**src/rtl/acc_cpu_pkg.sv**
```systemverilog
// Shared definitions for the 8-bit accumulator machine: opcodes, ALU encodings,
// controller state encoding and default widths.
package acc_cpu_pkg;

  localparam int unsigned DefDataW = 8;
  localparam int unsigned DefAddrW = 4;

  localparam logic [3:0] OpNop = 4'h0;
  localparam logic [3:0] OpLda = 4'h1;
  localparam logic [3:0] OpSta = 4'h2;
  localparam logic [3:0] OpAdd = 4'h3;
  localparam logic [3:0] OpSub = 4'h4;
  localparam logic [3:0] OpAnd = 4'h5;
  localparam logic [3:0] OpOr  = 4'h6;
  localparam logic [3:0] OpXor = 4'h7;
  localparam logic [3:0] OpNot = 4'h8;
  localparam logic [3:0] OpJmp = 4'h9;
  localparam logic [3:0] OpJz  = 4'hA;
  localparam logic [3:0] OpHlt = 4'hF;

  localparam logic [2:0] AluPass = 3'b000;
  localparam logic [2:0] AluAdd  = 3'b001;
  localparam logic [2:0] AluSub  = 3'b010;
  localparam logic [2:0] AluAnd  = 3'b011;
  localparam logic [2:0] AluOr   = 3'b100;
  localparam logic [2:0] AluXor  = 3'b101;
  localparam logic [2:0] AluNot  = 3'b110;

  typedef enum logic [2:0] {
    StIdle,
    StFetch,
    StDecode,
    StMemRd,
    StMemWr,
    StHalt
  } ctrl_state_e;

endpackage

```
**src/rtl/instr_decoder.sv**
```systemverilog
// Combinational opcode decoder for the accumulator controller.
// Unknown opcodes decode to all-zero, which the controller executes as NOP.
module instr_decoder
  import acc_cpu_pkg::*;
(
  input  logic [3:0] opcode,
  output logic       needsRead,
  output logic       needsWrite,
  output logic       isJump,
  output logic       isCondJump,
  output logic       isNot,
  output logic       isHalt,
  output logic [2:0] aluOp,
  output logic       accSrc
);

  always_comb begin
    needsRead  = 1'b0;
    needsWrite = 1'b0;
    isJump     = 1'b0;
    isCondJump = 1'b0;
    isNot      = 1'b0;
    isHalt     = 1'b0;
    aluOp      = AluPass;
    accSrc     = 1'b0;
    unique case (opcode)
      OpLda: begin
        needsRead = 1'b1;
        accSrc    = 1'b1;
      end
      OpSta: needsWrite = 1'b1;
      OpAdd: begin
        needsRead = 1'b1;
        aluOp     = AluAdd;
      end
      OpSub: begin
        needsRead = 1'b1;
        aluOp     = AluSub;
      end
      OpAnd: begin
        needsRead = 1'b1;
        aluOp     = AluAnd;
      end
      OpOr: begin
        needsRead = 1'b1;
        aluOp     = AluOr;
      end
      OpXor: begin
        needsRead = 1'b1;
        aluOp     = AluXor;
      end
      OpNot: begin
        isNot = 1'b1;
        aluOp = AluNot;
      end
      OpJmp: isJump     = 1'b1;
      OpJz:  isCondJump = 1'b1;
      OpHlt: isHalt     = 1'b1;
      default: ;
    endcase
  end

endmodule

```
**src/rtl/acc_controller.sv**
```systemverilog
// Multi-cycle control FSM for the accumulator machine: fetches over a req/ack
// memory port, holds the instruction register and sequences PC, ALU and acc.
module acc_controller
  import acc_cpu_pkg::*;
#(
  parameter int unsigned DATAW = DefDataW,
  parameter int unsigned ADDRW = DefAddrW
) (
  input  logic             clk,
  input  logic             resetN,
  input  logic             run,
  input  logic [DATAW-1:0] memRdata,
  input  logic             memAck,
  input  logic             accZero,
  output logic             memReq,
  output logic             memWe,
  output logic             addrSel,
  output logic [ADDRW-1:0] operandAddr,
  output logic             pcInc,
  output logic             pcLoad,
  output logic [2:0]       aluOp,
  output logic             accSrc,
  output logic             loadAcc,
  output logic             halted
);

  ctrl_state_e      stateQ, stateD;
  logic [DATAW-1:0] irQ, irD;
  // Delay flop holds the inverted run level, so its reset value of 0 means
  // "run not yet seen low": a run held high across reset release cannot fire.
  logic             runLowQ;
  logic             runRise;

  logic       decNeedsRead, decNeedsWrite, decIsJump, decIsCondJump;
  logic       decIsNot, decIsHalt, decAccSrc;
  logic [2:0] decAluOp;

  instr_decoder uDecoder (
    .opcode    (irQ[DATAW-1 -: 4]),
    .needsRead (decNeedsRead),
    .needsWrite(decNeedsWrite),
    .isJump    (decIsJump),
    .isCondJump(decIsCondJump),
    .isNot     (decIsNot),
    .isHalt    (decIsHalt),
    .aluOp     (decAluOp),
    .accSrc    (decAccSrc)
  );

  assign runRise     = run & runLowQ;
  assign operandAddr = irQ[ADDRW-1:0];

  always_ff @(posedge clk or negedge resetN) begin
    if (!resetN) begin
      stateQ  <= StIdle;
      irQ     <= '0;
      runLowQ <= 1'b0;
    end else begin
      stateQ  <= stateD;
      irQ     <= irD;
      runLowQ <= ~run;
    end
  end

  always_comb begin
    stateD  = stateQ;
    irD     = irQ;
    memReq  = 1'b0;
    memWe   = 1'b0;
    addrSel = 1'b0;
    pcInc   = 1'b0;
    pcLoad  = 1'b0;
    aluOp   = AluPass;
    accSrc  = 1'b0;
    loadAcc = 1'b0;
    halted  = 1'b0;
    unique case (stateQ)
      StIdle: begin
        halted = 1'b1;
        if (runRise) stateD = StFetch;
      end
      StFetch: begin
        memReq = 1'b1;
        if (memAck) begin
          irD    = memRdata;
          pcInc  = 1'b1;
          stateD = StDecode;
        end
      end
      StDecode: begin
        if (decIsHalt) begin
          stateD = StHalt;
        end else if (decNeedsRead) begin
          stateD = StMemRd;
        end else if (decNeedsWrite) begin
          stateD = StMemWr;
        end else begin
          stateD = StFetch;
          pcLoad = decIsJump | (decIsCondJump & accZero);
          if (decIsNot) begin
            loadAcc = 1'b1;
            aluOp   = decAluOp;
          end
        end
      end
      StMemRd: begin
        memReq  = 1'b1;
        addrSel = 1'b1;
        // aluOp/accSrc held for the whole wait so the datapath sees stable controls
        aluOp   = decAluOp;
        accSrc  = decAccSrc;
        if (memAck) begin
          loadAcc = 1'b1;
          stateD  = StFetch;
        end
      end
      StMemWr: begin
        memReq  = 1'b1;
        memWe   = 1'b1;
        addrSel = 1'b1;
        if (memAck) stateD = StFetch;
      end
      StHalt: begin
        halted = 1'b1;
        if (runRise) stateD = StFetch;
      end
      default: stateD = StIdle;
    endcase
  end

endmodule

```
**config.mk**
```make
export PLATFORM = sky130hd
export DESIGN_NAME = acc_controller
export DESIGN_NICKNAME = d
export VERILOG_FILES = /design/src/rtl/acc_cpu_pkg.sv /design/src/rtl/instr_decoder.sv /design/src/rtl/acc_controller.sv
export SDC_FILE = /design/constraint.sdc
export NUM_CORES = 1
export LEC_CHECK = 0
export ABC_CLOCK_PERIOD_IN_PS = 2000
export CELL_PAD_IN_SITES_DETAIL_PLACEMENT = 0
export CELL_PAD_IN_SITES_GLOBAL_PLACEMENT = 1
export CORE_UTILIZATION = 33
export DETAILED_ROUTE_END_ITERATION = 16
export PLACE_DENSITY = 0.78
export SLEW_MARGIN = 25
export SYNTH_ARGS = -nofsm -noshare
export SYNTH_HDL_FRONTEND = slang
export SYNTH_HIERARCHICAL = 1
export SYNTH_SLANG_ARGS = --single-unit
export TNS_END_PERCENT = 10
```
**constraint.sdc**
```tcl
create_clock -name clk -period 2 [get_ports clk]
set_clock_uncertainty 0.1 [all_clocks]
set_input_delay 0.4 -clock clk [delete_from_list [all_inputs] [get_ports clk]]
set_output_delay 0.4 -clock clk [all_outputs]
set_load 0.02 [all_outputs]
```
* Word level (Yosys, flattened, before mapping)
Cells that the tools add are included.
Widths: inputs -> output; s select.
** Word-level totals
- Bits in registers :: 12
- Output and inout bits :: 15
- Word-level logic and storage cells :: 69
** Operators by class
- Equality and inequality tests :: 19
- Mux-type cells :: 36
- Bitwise operators :: 4
- Reduce and logical (&&, ||, !) cells :: 7
** Operators with widths (number)
- $mux 3 :: 10
- $mux 1 :: 22
- $pmux 3 s6 :: 1
- $eq 4x3->1 const B :: 4
- $eq 4x4->1 const B :: 4
- $pmux 3 s4 :: 1
- $eq 4x2->1 const B :: 2
- $eq 3x2->1 const B :: 2
- $eq 3x3->1 const B :: 2
- $pmux 3 s2 :: 1
- $reduce_or 6->1 :: 1
- $eq 4x1->1 const B :: 1
- $ne 2x1->1 const B :: 2
- $reduce_or 2->1 :: 2
- $eq 3x1->1 const B :: 1
- $logic_not 3->1 :: 1
- $reduce_and 3->1 :: 1
- $reduce_or 3->1 :: 1
- $and 1x1->1 :: 2
- $ne 2x2->1 const B :: 1
- $pmux 1 s2 :: 1
- $reduce_and 2->1 :: 1
- $not 1->1 :: 1
- $or 1x1->1 :: 1

* Logic depth before layout (Yosys ltp)
- Word-level depth :: 8
- Gate-level depth with buffers :: 6

* Cells and area by module
The synthesis kept the hierarchy.
** Modules (own cells, without submodules)
- acc_controller :: times used 1, cells each 68, area each 701.9 sq um, sequential area each 300.3 sq um
- instr_decoder :: times used 1, cells each 16, area each 116.4 sq um, sequential area each 0.0 sq um

* Worst setup path before layout
OpenSTA, ideal clock, no wires.
- Kind :: reg2out
- Start point :: reg irQ[6]
- End point :: out aluOp[0]
- Arrival :: 1.539 ns
- Path slack :: -0.039 ns
- Stages on the path, launching flop included :: 7
- Buffers on the path :: 1
- Cells stage by stage :: dfrtp_1 buf_2 nor2_1 and3_1 nor3_1 a32oi_1 nor2b_1
** Between the ends
- Elaborated cells between the ends (all ways) :: 20
- Those cells by class :: eq/ne: 9; mux: 10; reduce/logical: 1
** RTL lines
- start, declared :: RTL line acc_controller.sv:28 : logic [DATAW-1:0] irQ, irD;
- start signal, assigned :: RTL line acc_controller.sv:60 : irQ <= irD;
- $eq 4x2->1 :: RTL line instr_decoder.sv:26 : unique case (opcode)
- $mux 1 :: RTL line instr_decoder.sv:26
- via decNeedsWrite :: RTL line acc_controller.sv:34 : logic decNeedsRead, decNeedsWrite, decIsJump, decIsCondJump;
- $mux 3 :: RTL line acc_controller.sv:95 : end else if (decNeedsWrite) begin
- $mux 3 :: RTL line acc_controller.sv:93 : end else if (decNeedsRead) begin
- $mux 3 :: RTL line acc_controller.sv:91 : if (decIsHalt) begin
- $pmux 3 s2 :: RTL line acc_controller.sv:77 : unique case (stateQ)
- end, declared :: RTL line acc_controller.sv:21 : output logic [2:0] aluOp,
The timed path passes the listed nets, and every way through them passes these cells.

* Worst setup path in the final report
- Start point :: reg irQ[4]
- End point :: out aluOp[0]
** Between the ends
- Word-level cells in the longest chain between the ends :: 7
- Elaborated cells between the ends (all ways) :: 20
- Those cells by class :: eq/ne: 9; mux: 10; reduce/logical: 1
** Ends and longest elaborated chain
- $eq 4x4->1 :: RTL line instr_decoder.sv:26
- $mux 1 :: RTL line instr_decoder.sv:26
- via decIsNot :: RTL line acc_controller.sv:35 : logic decIsNot, decIsHalt, decAccSrc;
- $mux 3 :: RTL line acc_controller.sv:100 : if (decIsNot) begin
- $mux 3 :: RTL line acc_controller.sv:95
- $mux 3 :: RTL line acc_controller.sv:93
- $mux 3 :: RTL line acc_controller.sv:91
- $pmux 3 s2 :: RTL line acc_controller.sv:77
The timed path passes the listed nets, and every way through them passes these cells.

==> results <==
## worst max-delay path, cell delays in order, from the launching register on
cell,delay (ns)
dfrtp_1,0.42
buf_6,0.15
nor4b_4,0.37
a32oi_2,0.18
nor2b_1,0.14
buf_4,0.15
## routing by layer
metal	share of wire	global-route usage	vias to the layer above	wire length [um]
met5	0	0	-	0
met4	0.0047	0.02703	0	9
met3	0.037	0.05263	2	71
met2	0.54	0.2987	15	1037
met1	0.42	0.1909	357	807
li1	-	-	377	-
## how the worst max path moves through the flow
stage,from,to,slack (ns),cells past startpoint
2_1_floorplan,irQ[6],aluOp[0],-0.04,6
3_3_place_gp,irQ[4],aluOp[0],-0.36,6
3_5_place_dp,irQ[7],aluOp[2],-0.40,5
4_1_cts,irQ[4],aluOp[0],-0.17,5
5_1_grt,irQ[4],aluOp[0],-0.26,5
6_report,irQ[4],aluOp[0],-0.19,5
## placed cells by master (no fill, tap or decap), types with 2 or more instances in the layout
cell              n
nor2_1            6
mux2_4            8
clkbuf_4          3
nand2b_1          4
nand3_1           2
dfrtp_1          10
and3_1            3
dfrtp_2           2
nand2_1           5
o21ai_0           3
nor2b_1           5
clkdlybuf4s50_1  16
a31o_1            2
a21oi_1           4
buf_4            25
buf_2             2
buf_6             3
inv_1             6
## sequential cells by signal, indices dropped and copies added, names as in the netlist
register and count:
irQ 8, runLowQ 1, stateQ 3
## report_power, final
part           switching (mW)  leakage (nW)  internal [mW]  total, mW
Sequential              0.107         0.141          0.357      0.464
Clock                  0.0787        0.0210          0.111      0.189
Combinational           0.616         0.446          0.760       1.38
Total                   0.802         0.607           1.23       2.03
## final cells by class
type,count,share of cell area
Multi-Input combinational cell,58,0.3693
Timing Repair Buffer,49,0.3226
Inverter,6,0.01749
Tap cell,28,0.02721
Sequential cell,12,0.2352
Clock buffer,4,0.02818
## cells by family after synthesis
| group | count (synthesis) |
|---|---|
| simple gates | 37 |
| buf+inv | 14 |
| compound gates | 13 |
| flops | 12 |
| mux | 8 |
## metrics by stage
| stage | hold slack, ns | instance area [um^2] | power (mW) | util | setup TNS, ns |
|---|---|---|---|---|---|
| floorplan | 0.004409 | 818.3 | 1.242 | - | -0.1162 |
| global placement | 0.3937 | 1226 | 1.761 | 0.5388 | -2.023 |
| detailed placement | 0.3916 | 1226 | 1.783 | 0.5388 | -2.184 |
| CTS | 0.3865 | 1282 | 2.022 | 0.5635 | -0.6772 |
| global route | 0.4097 | 1287 | 2.173 | 0.5657 | -1.111 |
| finish | 0.3804 | 1287 | 2.029 | 0.5657 | -0.6614 |
## timing repair
item	in CTS	in global routing
hold endpoints to repair	0	0
pin swaps	2	2
buffers inserted	1	0
resized for setup	46	11
setup endpoints to repair	11	10
==> flow_metrics.tcl <==
set metrics [dict create \
    muxShareOfSynthArea 0.1468 \
    clock_latency_ns 0.27 \
    worstSetupPathType "reg2out" \
    ys.flop_type "dfrtp_1" \
    synth.area.top_cells "dfrtp_1 37%, mux2_4 15%, nor2b_1 3.8%" \
    top_level_ports 28 \
    leakage_nw 0.6074 \
    ir_drop_uv 837.2 \
    max_slew.worst_pin.slew_ns 0.5471 \
    dieArea_um2 2683 \
    max-slew-margin-rel 0.6341 \
    cts_sinks 12 \
    clockBufferDepth 2 \
    period_needed_ns 2.186 \
    routedWlPerCell_um 12.27 \
    synth_commonest_cells "12 x dfrtp_1, 8 x mux2_4, 6 x inv_1, 6 x nor2_1" \
    num_vias 751 \
    grt_overflow_total 0 \
    drt_pass1_iterations 4 \
    cts-hold-fix-buffers 0 \
    synth_fa_ha_area_frac 0 \
    clk_pin_slew_worst_paths_ns 0.08 \
    drt-initial-drc-count 7 \
    r2r-end "irQ[3]" \
    synthesis.nets 97 \
    worstSetupEndpointType "output port" \
    antenna_found_initial 0 \
    status "finished with violations" \
    drc 0 \
    areaGrowthSynthToFinish_pct 57.34 \
    async_reset_ff_frac 1.000 \
    synthXorXnorAreaFrac 0 \
    violations "negative setup slack" \
    gp_congestion 0.8336 \
    finalHoldViolCount 0 \
    root_buffer "clkbuf_4" \
    io_buffers 27 \
    dp_hpwl_um 1462 \
    synth-simple-area-share 0.2890 \
    core-area_um2 2276 \
    fin_nets 143 \
    syn-instance-count 84 \
    worstRegToRegCells 4 \
    die_y_um 51.80 \
    yosysSeqAreaShare 0.3670 \
    synth-edff-count 0 \
    synth_most_common_cell "dfrtp_1" \
    num-fill-cells 208 \
    synth_seq_cells 12 \
    dp_slack_ns -0.4042 \
    synth_compound_area_frac 0.1024 \
    cts_buffers 3 \
    die_w_um 51.80 \
    wirelength_um 1926 \
    grt_start_max_net_pins 13 \
    synth_area_um2 818.3 \
    hold_path_class "in2async" \
    grt_pass1_wl_um 3277 \
    finalCritPeriodShare 1.093 \
    grt_use_total 0.1650 \
    rr_startpoint "stateQ[2]" \
    dp_cells 152 \
    required_ns 1.50 \
    stdcell_count 157 \
    ys.warnings.count 6 \
    multi_input_area_um2 475.5 \
    rows 17 \
    synth_area_per_cell_um2 9.741 \
    synth_top_area_frac 0.3670 \
    ff2ff_setup_slack_ns 0.41 \
    ant_nets 0 \
    routed_via_density 4.783 \
    setup_viol 5 \
    path_max_fanout 4 \
    cp-start-kind "flop" \
    worstPathArrival_ns 1.69 \
    drv_slew 0 \
    p_per_area_nw_per_um2 1576 \
    maxCapViolCount 0 \
    grt_pass1_vias 754 \
    final_layout_size_suffix_gt1_frac 0.4186 \
    rsz0062_at_grt "true" \
    cts_tree "done" \
    fin_ws_ns -0.1859 \
    synth_top_area_cell "dfrtp_1" \
    synth_top_family_by_area "simple AND/OR/NAND/NOR gates" \
    num_antenna_cells 0 \
    regArea_um2 302.8 \
    htreeDepth 1 \
    initial_core_util 0.3595 \
    fmax_ghz 0.4575 \
    synth_cell_types 29 \
]
Power figures use the tool's default switching activity.
